## config.mk

```make
export PLATFORM = sky130hd
export DESIGN_NAME = mem_loader
export DESIGN_NICKNAME = d
export VERILOG_FILES = /design/src/rtl/mem_loader.sv
export SDC_FILE = /design/constraint.sdc
export NUM_CORES = 1
export LEC_CHECK = 0
export BUFFER_PORTS_ARGS = -buffer_cell sky130_fd_sc_hd__buf_2
export CAP_MARGIN = 0
export CORE_ASPECT_RATIO = 0.75
export CORE_UTILIZATION = 50
export CTS_BUF_LIST = sky130_fd_sc_hd__clkbuf_8
export CTS_CLUSTER_DIAMETER = 200
export DETAILED_ROUTE_END_ITERATION = 12
export PLACE_DENSITY = 0.78
export SYNTH_ARGS = -nofsm -noshare
export SYNTH_HDL_FRONTEND = slang
export SYNTH_SLANG_ARGS = --single-unit
export TNS_END_PERCENT = 100
```

## constraint.sdc

```tcl
create_clock -name i_clk -period 2.36 [get_ports i_clk]
set_clock_uncertainty 0.15 [all_clocks]
set_input_delay 0.118 -clock i_clk [delete_from_list [all_inputs] [get_ports i_clk]]
set_output_delay 0.118 -clock i_clk [all_outputs]
set_load 0.02 [all_outputs]
```

## src/rtl/mem_loader.sv

```systemverilog
// mem_loader: framed serial loader (sync, count, data, checksum) for program memory.
// Define MEM_LOADER_CHECKSUM_EN to require and verify the trailing checksum byte.
module mem_loader #(
  parameter int                    ADDR_WIDTH     = 4,
  parameter int                    DATA_WIDTH     = 8,
  parameter logic [DATA_WIDTH-1:0] SYNC_BYTE      = 8'hA5,
  parameter int                    TIMEOUT_CYCLES = 50000
) (
  input  logic                  i_clk,
  input  logic                  i_rst,
  input  logic                  i_start,
  input  logic [DATA_WIDTH-1:0] i_rx_data,
  input  logic                  i_rx_valid,
  output logic [ADDR_WIDTH-1:0] o_address,
  output logic [DATA_WIDTH-1:0] o_data,
  output logic                  o_bus_en,
  output logic                  o_write_n,
  output logic                  o_cpu_hold,
  output logic                  o_busy,
  output logic                  o_done,
  output logic                  o_error,
  output logic [1:0]            o_err_code
);

  localparam int NW = ADDR_WIDTH + 1;
  localparam int TW = $clog2(TIMEOUT_CYCLES + 1);

  localparam logic [DATA_WIDTH-1:0] DEPTH =
    DATA_WIDTH'(2 ** ADDR_WIDTH);
  localparam logic [TW-1:0] TMO_LAST =
    TW'(TIMEOUT_CYCLES - 1);

  localparam logic [1:0] E_NONE = 2'b00;
  localparam logic [1:0] E_CNT  = 2'b01;
  localparam logic [1:0] E_SUM  = 2'b10;
  localparam logic [1:0] E_TMO  = 2'b11;

  typedef enum logic [2:0] {
    S_IDLE,
    S_SYNC,
    S_COUNT,
    S_DATA,
    S_WRITE,
`ifdef MEM_LOADER_CHECKSUM_EN
    S_CSUM,
`endif
    S_DONE,
    S_ERROR
  } state_t;

  state_t                state_q, state_d;
  logic [ADDR_WIDTH-1:0] addr_q, addr_d;
  logic [NW-1:0]         n_q, n_d;
  logic [TW-1:0]         tmo_q, tmo_d;

  logic [ADDR_WIDTH-1:0] address_d;
  logic [DATA_WIDTH-1:0] data_d;
  logic                  bus_d;
  logic                  wr_n_d;
  logic                  hold_d;
  logic                  busy_d;
  logic                  done_d;
  logic                  error_d;
  logic [1:0]            code_d;

  logic                  timed;
  logic                  tmo_hit;
  logic                  cnt_ok;
  logic                  go_err;
  logic                  go_done;
  logic [1:0]            err_sel;

`ifdef MEM_LOADER_CHECKSUM_EN
  logic [DATA_WIDTH-1:0] sum_q, sum_d;
  logic [DATA_WIDTH-1:0] csum;
  assign csum = sum_q + i_rx_data;
`endif

  // WRITE belongs to the idle gap after a data byte, so it keeps counting.
  always_comb begin
    timed = 1'b0;
    unique case (state_q)
      S_COUNT, S_DATA, S_WRITE: timed = 1'b1;
`ifdef MEM_LOADER_CHECKSUM_EN
      S_CSUM:                   timed = 1'b1;
`endif
      default:                  timed = 1'b0;
    endcase
  end

  assign tmo_hit = timed && (tmo_q == TMO_LAST);
  assign cnt_ok  = (i_rx_data != '0) &&
                   (i_rx_data <= DEPTH);

  always_comb begin
    state_d   = state_q;
    addr_d    = addr_q;
    n_d       = n_q;
    tmo_d     = timed ? tmo_q + 1'b1 : '0;
    address_d = o_address;
    data_d    = o_data;
    bus_d     = o_bus_en;
    wr_n_d    = o_write_n;
    hold_d    = o_cpu_hold;
    busy_d    = o_busy;
    done_d    = o_done;
    error_d   = o_error;
    code_d    = o_err_code;
    go_err    = 1'b0;
    go_done   = 1'b0;
    err_sel   = E_NONE;
`ifdef MEM_LOADER_CHECKSUM_EN
    sum_d     = sum_q;
`endif

    unique case (state_q)
      S_IDLE, S_DONE, S_ERROR: begin
        if (i_start) begin
          state_d = S_SYNC;
          done_d  = 1'b0;
          error_d = 1'b0;
          code_d  = E_NONE;
          hold_d  = 1'b1;
          busy_d  = 1'b1;
        end
      end
      S_SYNC: begin
        if (i_rx_valid && i_rx_data == SYNC_BYTE) begin
          state_d = S_COUNT;
          tmo_d   = '0;
        end
      end
      S_COUNT: begin
        if (i_rx_valid) begin
          tmo_d = '0;
          if (cnt_ok) begin
            n_d     = i_rx_data[NW-1:0];
            addr_d  = '0;
            state_d = S_DATA;
`ifdef MEM_LOADER_CHECKSUM_EN
            sum_d   = '0;
`endif
          end else begin
            go_err  = 1'b1;
            err_sel = E_CNT;
          end
        end else if (tmo_hit) begin
          go_err  = 1'b1;
          err_sel = E_TMO;
        end
      end
      S_DATA: begin
        if (i_rx_valid) begin
          data_d    = i_rx_data;
          address_d = addr_q;
          wr_n_d    = 1'b0;
          bus_d     = 1'b1;
          tmo_d     = '0;
          state_d   = S_WRITE;
`ifdef MEM_LOADER_CHECKSUM_EN
          sum_d     = sum_q + i_rx_data;
`endif
        end else if (tmo_hit) begin
          go_err  = 1'b1;
          err_sel = E_TMO;
        end
      end
      S_WRITE: begin
        wr_n_d = 1'b1;
        bus_d  = 1'b0;
        addr_d = addr_q + 1'b1;
        n_d    = n_q - 1'b1;
        if (i_rx_valid) begin
          go_err  = 1'b1;
          err_sel = E_TMO;
        end else if (n_q == NW'(1)) begin
`ifdef MEM_LOADER_CHECKSUM_EN
          state_d = S_CSUM;
`else
          go_done = 1'b1;
`endif
        end else begin
          state_d = S_DATA;
        end
      end
`ifdef MEM_LOADER_CHECKSUM_EN
      S_CSUM: begin
        if (i_rx_valid) begin
          tmo_d = '0;
          if (csum == '0) begin
            go_done = 1'b1;
          end else begin
            go_err  = 1'b1;
            err_sel = E_SUM;
          end
        end else if (tmo_hit) begin
          go_err  = 1'b1;
          err_sel = E_TMO;
        end
      end
`endif
      default: state_d = S_IDLE;
    endcase

    // A failed load keeps the CPU halted on a partial program.
    if (go_err) begin
      state_d = S_ERROR;
      error_d = 1'b1;
      busy_d  = 1'b0;
      code_d  = err_sel;
    end
    if (go_done) begin
      state_d = S_DONE;
      done_d  = 1'b1;
      busy_d  = 1'b0;
      hold_d  = 1'b0;
    end
  end

  always_ff @(posedge i_clk or posedge i_rst) begin
    if (i_rst) begin
      state_q    <= S_IDLE;
      addr_q     <= '0;
      n_q        <= '0;
      tmo_q      <= '0;
      o_address  <= '0;
      o_data     <= '0;
      o_bus_en   <= 1'b0;
      o_write_n  <= 1'b1;
      o_cpu_hold <= 1'b0;
      o_busy     <= 1'b0;
      o_done     <= 1'b0;
      o_error    <= 1'b0;
      o_err_code <= E_NONE;
`ifdef MEM_LOADER_CHECKSUM_EN
      sum_q      <= '0;
`endif
    end else begin
      state_q    <= state_d;
      addr_q     <= addr_d;
      n_q        <= n_d;
      tmo_q      <= tmo_d;
      o_address  <= address_d;
      o_data     <= data_d;
      o_bus_en   <= bus_d;
      o_write_n  <= wr_n_d;
      o_cpu_hold <= hold_d;
      o_busy     <= busy_d;
      o_done     <= done_d;
      o_error    <= error_d;
      o_err_code <= code_d;
`ifdef MEM_LOADER_CHECKSUM_EN
      sum_q      <= sum_d;
`endif
    end
  end

endmodule

```

==> flow_summary.toml, run 1 <==
[clocking]
cts_num_sinks = 47
clk_latency_ns = 0.30
clock_tree_from_tritoncts = "built"
post_cts.resized_instances = 0
clk_path_buf_depth = 2
cts-buffers-inserted = 5
clockRootBuffer = "clkbuf_8"
clk_pin_slew_worst_paths_ns = 0.08
htree_num_levels = 2

[timing]
finalSetupViolations = 0
setup-tns-final_ns = 0
finalWorstPathRequiredPeriod_ns = 2.12
report.final.slew_viol_count = 0
final_critical_path_setup_slack_ns = 0.237
max_slew.worst_pin.slew_ns = 0.539
fmax_mhz = 471
rsz0062_at_grt = "no"
post-route-period-util = 0.900
whs_ns = 0.122
finalHoldViolations = 0
max-slew-margin-rel = 0.637

[critical_path]
crit_path_cell_trace = "dlygate4sd3_1 > buf_2 > nor4_2 > mux2_4 > o41ai_2 > o21ai_0 > o311a_1"
crit_arrival_ns = 2.17
timing.critical_path.from_type = "input port"
crit_end_element = "flop"
critical_path_class = "input port to flop"
critical_path_required_ns = 2.41
slowest_stage = "dlygate4sd3_1"
cpPeakStageDelay_ns = 0.56
critPathMaxFanout = 5

[synthesis]
synth-simple-area-share = 0.219
syn_nets = 248
yosys.area.top_type = "dfrtp_1"
synth.distinct_cells = 57
netlist_top_cells_area = "dfrtp_1 (48%), mux2_2 (5.6%), nor2_1 (4.5%)"
synth_seq_area_share = 0.490
synth_async_sr_flop_share = 1.00
synth_area_sq_um = 2400
netlist_instances = 232
synth_top_family_by_area = "simple AND/OR/NAND/NOR gates"
ys_ff_latch = 47
synth_compound_area_frac = 0.113
post_synth_mux_area_share = 0.0714
portion_of_synthesized_cell_area_occupied_by_the_leading_cell_type = 0.479
synth_top_flop_cell = "dfrtp_1"
syn_avg_cell_area_sq_um = 10.4
synthXorXnorAreaFrac = 0.0510
synth_edf_count = 0
yosys_warnings = 0
synth_adder_area_share = 0.0208

[floorplanning]
initial_utilization = 0.528
ioPinCount = 32
die_height_microns = 62.0
die_span_in_x_microns = 82.0
core_region_area_sq_um = 4550
design.die.area_sq_um = 5090
core_rows = 21

[detailed_routing]
dr_pass1_iterations = 4
vias_per_inst = 5.53
drt_first_iter_violations = 164
detail_route.wirelength_mm = 4.79
via_count = 1836
drt.antenna.violating_nets = 0
avgRoutedWirePerCell_microns = 14.4
drc = 0

[cells_and_area]
area_delta_synth_final_pct = 16.7
fin_util = 0.617
layout.area.seq_sq_um = 1180
drive_gt1_frac = 0.251
nNetsFinal = 291
finalNonFillerCells = 332
antenna_cells_inserted = 0
multiInputGateArea_sq_um = 1140
fillers = 388

[power_and_ir_drop]
power_switching_share = 0.396
seq_power_share = 0.412
pwr-share-clk = 0.179
p_leak_nw = 1.24
p_sw_mw = 1.26
cellInternalPower_mw = 1.92
cell_area_power_density_nw_per_um2 = 1130
ir_worst_vdd_mv = 0.710
power.share.combinational = 0.409

[grt]
pin_count_of_the_biggest_net_entering_global_routing = 24
initial_antenna_violation_count = 0
grt_first_pass_wirelength_mm = 7.94
globalRouteOverflowTotal = 0
first_global_vias = 1619
grt_use_total = 0.214

[worst_hold_path]
worst_hold_path_type = "input port to flop"

[placed_design]
preCtsSetupSlack_ns = 0.376
place.detailed.instances = 316
place.port_buffers = 31
dpl.hpwl_mm = 3.41
gpl.final_weighted_congestion = 0.868

[status]
status = "completed"

[flow_run]
max-cap-violations = 0
## layout make-up
cell class	instances	area share
sequential	47	0.420
multi-input combinational	167	0.407
timing repair buffer	44	0.0982
tap	57	0.0254
clock buffer	5	0.0245
inverter	10	0.0134
clock inverter	2	0.0120
## worst paths after layout
kind / start / end / slack [ns] / cells past startpoint
setup / recovery: i_rx_data[1] / state_q[0] / 0.24 / 7
hold / removal: i_rx_valid / o_busy / 0.12 / 3
setup reg to reg: state_q[2] / state_q[2] / 0.31 / 5
hold reg to reg: o_write_n / o_write_n / 0.31 / 2
max in group asynchronous: i_rst / o_write_n / 1.24 / 4
min in group asynchronous: i_rst / tmo_q[3] / 0.21 / 3
## routing by layer
metal / vias to the layer above / track usage / share of wire
met4: 0 / 0.0677 / 0.014
met3: 7 / 0.0628 / 0.044
met1: 890 / 0.320 / 0.52
li1: 906 / - / -
met5: - / 0 / 0
met2: 33 / 0.296 / 0.42
## power groups by stage
stage | clock [mW] | sequential, mW | combinational [mW]
6_report | 0.569 | 1.31 | 1.30
4_1_cts | 0.583 | 1.30 | 1.30
2_1_floorplan | 0 | 1.41 | 0.851
3_3_place_gp | 0 | 1.31 | 1.25
3_5_place_dp | 0 | 1.32 | 1.29
5_1_grt | 0.612 | 1.35 | 1.46
## synth_stat cells (2+ instances only)
master / n
nor4_1: 2
mux2_2: 12
inv_1: 9
nor3b_1: 4
nor2b_1: 4
buf_2: 2
xor2_1: 8
dfrtp_1: 46
a21oi_1: 4
xnor2_1: 6
ha_1: 4
a22oi_1: 3
nor3_1: 6
o21ai_1: 2
nand4_1: 3
nor4b_1: 3
buf_4: 4
nand2_2: 2
a31oi_1: 3
nor2_1: 29
o21ai_0: 12
nand2_1: 14
o31ai_1: 2
nand3_1: 11
nand4bb_1: 2
and3_1: 3
nor2_2: 2
## sequential cells by signal, summed over array words and instances, names as in the netlist
name	cells
o_write_n	1
tmo_q	16
o_done	1
o_bus_en	1
o_cpu_hold	1
state_q	3
o_err_code	2
o_address	4
o_busy	1
n_q	5
o_data	8
addr_q	4
## cells by family (layout without fill, tap and decap cells)
group / count (synthesis) / count (layout)
AOI/OAI and AO/OA: 38 / 38
xor gates and xnor gates: 14 / 14
adders and majority gates: 4 / 4
buffers and inverters: 18 / 61
DFF: 47 / 47
muxes: 15 / 15
and+or+nand+nor: 96 / 96
## stage by stage
step / area (sq um) / power (mW)
after floorplan: 2400 / 2.26
after global placement: 2610 / 2.56
after detailed placement: 2610 / 2.61
after CTS: 2800 / 3.19
after global routing: 2800 / 3.41
final: 2800 / 3.18
## critical path, delay by kind of cell
kind / cells / cell delay [ns]
mux: 1 / 0.38
simple gates: 1 / 0.30
buf+inv: 2 / 0.71
compound gates: 3 / 0.65
## repair_timing
action / 4_1_cts / 5_1_grt
setup endpoints to repair: 0 / 0
hold buffers: 9 / 0
setup buffers: 0 / 0
endpoints found under the hold margin: 29 / 0
## layout by cell type (no fill, tap or decap), types with 3 or more instances in the layout
master,n
a21oi_1,4
dfrtp_1,46
nand3_1,11
nor2_1,29
ha_1,4
inv_1,9
a22oi_1,3
a31oi_1,3
buf_4,4
buf_2,31
dlygate4sd3_1,9
clkbuf_8,5
xor2_1,8
nor3_1,6
nand4_1,3
mux2_2,12
nor4b_1,3
o21ai_0,12
xnor2_1,6
nor3b_1,4
and3_1,3
nor2b_1,4
nand2_1,14
No activity file was read; power rests on OpenSTA's default activity.
==> inputs of run 2 (changes only) <==
--- a/config.mk
+++ b/config.mk
@@ -8,11 +8,11 @@
 export BUFFER_PORTS_ARGS = -buffer_cell sky130_fd_sc_hd__buf_2
 export CAP_MARGIN = 0
 export CORE_ASPECT_RATIO = 0.75
-export CORE_UTILIZATION = 50
+export CORE_UTILIZATION = 59
 export CTS_BUF_LIST = sky130_fd_sc_hd__clkbuf_8
 export CTS_CLUSTER_DIAMETER = 200
 export DETAILED_ROUTE_END_ITERATION = 12
-export PLACE_DENSITY = 0.78
+export PLACE_DENSITY = 0.88
 export SYNTH_ARGS = -nofsm -noshare
 export SYNTH_HDL_FRONTEND = slang
 export SYNTH_SLANG_ARGS = --single-unit
==> run 2 against run 1 <==
Net effect:
- register-to-register slack about the same
- first-iteration DRC count is 39% higher
- combinational power about the same
- largest power group is now combinational cells
- design area fell by 0.76%
- sequential share of layout area up 0.32 points
==> flow_summary.toml, run 2 (same netlist as run 1, synthesis figures left out) <==
[clocking]
post_cts.resized_instances = 0
clockRootBuffer = "clkbuf_8"
holdBufCountCts = 9
clk_latency_ns = 0.31
cts_post_setup_buffers_inserted = 0
cts_num_sinks = 47
clk_path_buf_depth = 2
clock_tree_from_tritoncts = "built"
clk_pin_slew_worst_paths_ns = 0.09
cts-buffers-inserted = 5
htree_num_levels = 2

[cells_and_area]
largest_reg_flops = 16
drive_gt1_frac = 0.257
nNetsFinal = 291
fin_util = 0.736
reg_top3 = "tmo_q (16), o_data (8), n_q (5)"
antenna_cells_inserted = 0
fillers = 262
layout_common_cells = "dfrtp_1 (46), buf_2 (31), nor2_1 (29)"
mostFrequentLayoutCell = "dfrtp_1"
max_flop_register = "tmo_q"
area_delta_synth_final_pct = 15.8

[timing]
fmax_mhz = 469
report.final.slew_viol_count = 0
finalSetupViolations = 0
max-slew-margin-rel = 0.655
max_slew.worst_pin.slew_ns = 0.511
rsz0062_at_grt = "no"
setup-tns-final_ns = 0
finalWorstPathRequiredPeriod_ns = 2.13
finalHoldViolations = 0
post-route-period-util = 0.903

[floorplanning]
ioPinCount = 32
core_region_area_sq_um = 3780
design.die.area_sq_um = 4330
die_span_in_x_microns = 75.7
core_rows = 19
die_height_microns = 57.3
initial_utilization = 0.636

[detailed_routing]
drc = 0
detail_route.wirelength_mm = 5.19
dr_pass1_iterations = 5
avgRoutedWirePerCell_microns = 15.8
vias_per_inst = 5.85
drt.antenna.violating_nets = 0
drt_first_iter_violations = 228
via_count = 1918

[grt]
busiest_layer = "met2"
first_global_vias = 1869
grt_use_total = 0.276
globalRouteOverflowTotal = 0
initial_antenna_violation_count = 0
pin_count_of_the_biggest_net_entering_global_routing = 21
grt_util_met2 = 0.393
grt_util_met1 = 0.378
grt_first_pass_wirelength_mm = 8.67
globalRouteMet3Util = 0.0707

[power_and_ir_drop]
ir_worst_vdd_mv = 0.814
p_leak_nw = 1.24
cell_area_power_density_nw_per_um2 = 1130
total_power_mw = 3.14

[critical_path]
cpPeakStageDelay_ns = 0.57
worst_path_dominant_cell_family = "buffers and inverters"
worstPathBufferInverterCount = 2
crit_path_cell_trace = "dlygate4sd3_1 > buf_2 > nor4_2 > mux2_4 > o41ai_2 > o21ai_0 > o311a_1"
timing.critical_path.from_type = "input port"
crit_end_element = "flop"
critical_path_class = "input port to flop"
slowest_stage = "dlygate4sd3_1"
critical_path_required_ns = 2.40
critPathMaxFanout = 5
crit_arrival_ns = 2.18

[placed_design]
place.port_buffers = 31
dpl.hpwl_mm = 3.45
gpl.final_weighted_congestion = 0.833

[worst_hold_path]
worst_hold_path_type = "input port to asynchronous set/reset pin"

[flow_run]
max-cap-violations = 0

[status]
status = "completed"
run 2: changes by cell type in the layout (fill, tap and decap cells not counted):
cell and change:
clkinv_2 +2, inv_1 -1, bufinv_16 -1, inv_6 +1
run 2: area by class of cell:
class	count	area, sq um	share of cell area
sequential	47	1180	0.423
multi-input combinational	167	1140	0.410
timing repair buffer	44	275	0.0989
clock buffer	5	68.8	0.0247
tap	52	65.1	0.0234
inverter	10	37.5	0.0135
clock inverter	3	18.8	0.00674
run 2: final timing paths:
kind / start / end / slack [ns] / cells past startpoint
worst min-delay path: i_rst / tmo_q[11] / 0.12 / 3
max in group asynchronous: i_rst / o_write_n / 1.35 / 4
worst max register to register: state_q[2] / o_data[6] / 0.32 / 4
min in group i_clk: i_rx_valid / o_busy / 0.12 / 3
worst min register to register: o_write_n / o_write_n / 0.34 / 2
worst max-delay path: i_rx_data[3] / state_q[0] / 0.23 / 7
run 2: report_power, final:
group	switching, mW	internal (mW)
Sequential	0.242	1.07
Combinational	0.781	0.550
Clock	0.291	0.209
run 2: worst register-to-register path: cells and delay by family, from the launching register on:
family | cells | cell delay (ns)
DFF | 1 | 0.58
muxes | 1 | 0.39
and+or+nand+nor | 3 | 0.81
run 2: per-layer routing:
metal  share of wire  wire length, microns  vias up
li1                -                     -      900
met1            0.47                  2420      913
met2            0.43                  2240       77
met3           0.061                   318       28
met4           0.040                   208        0
met5               0                     0        -
run 2: per-stage QoR:
stage,cell area (sq um),hold WS [ns],setup WS [ns],std cells
after CTS,2780,0.101,0.284,328
after detailed placement,2610,-0.0833,0.382,311
after global routing,2780,0.120,0.155,328
after global placement,2610,-0.0886,0.441,311
final,2780,0.118,0.228,328
after floorplan,2400,0.0997,0.571,232
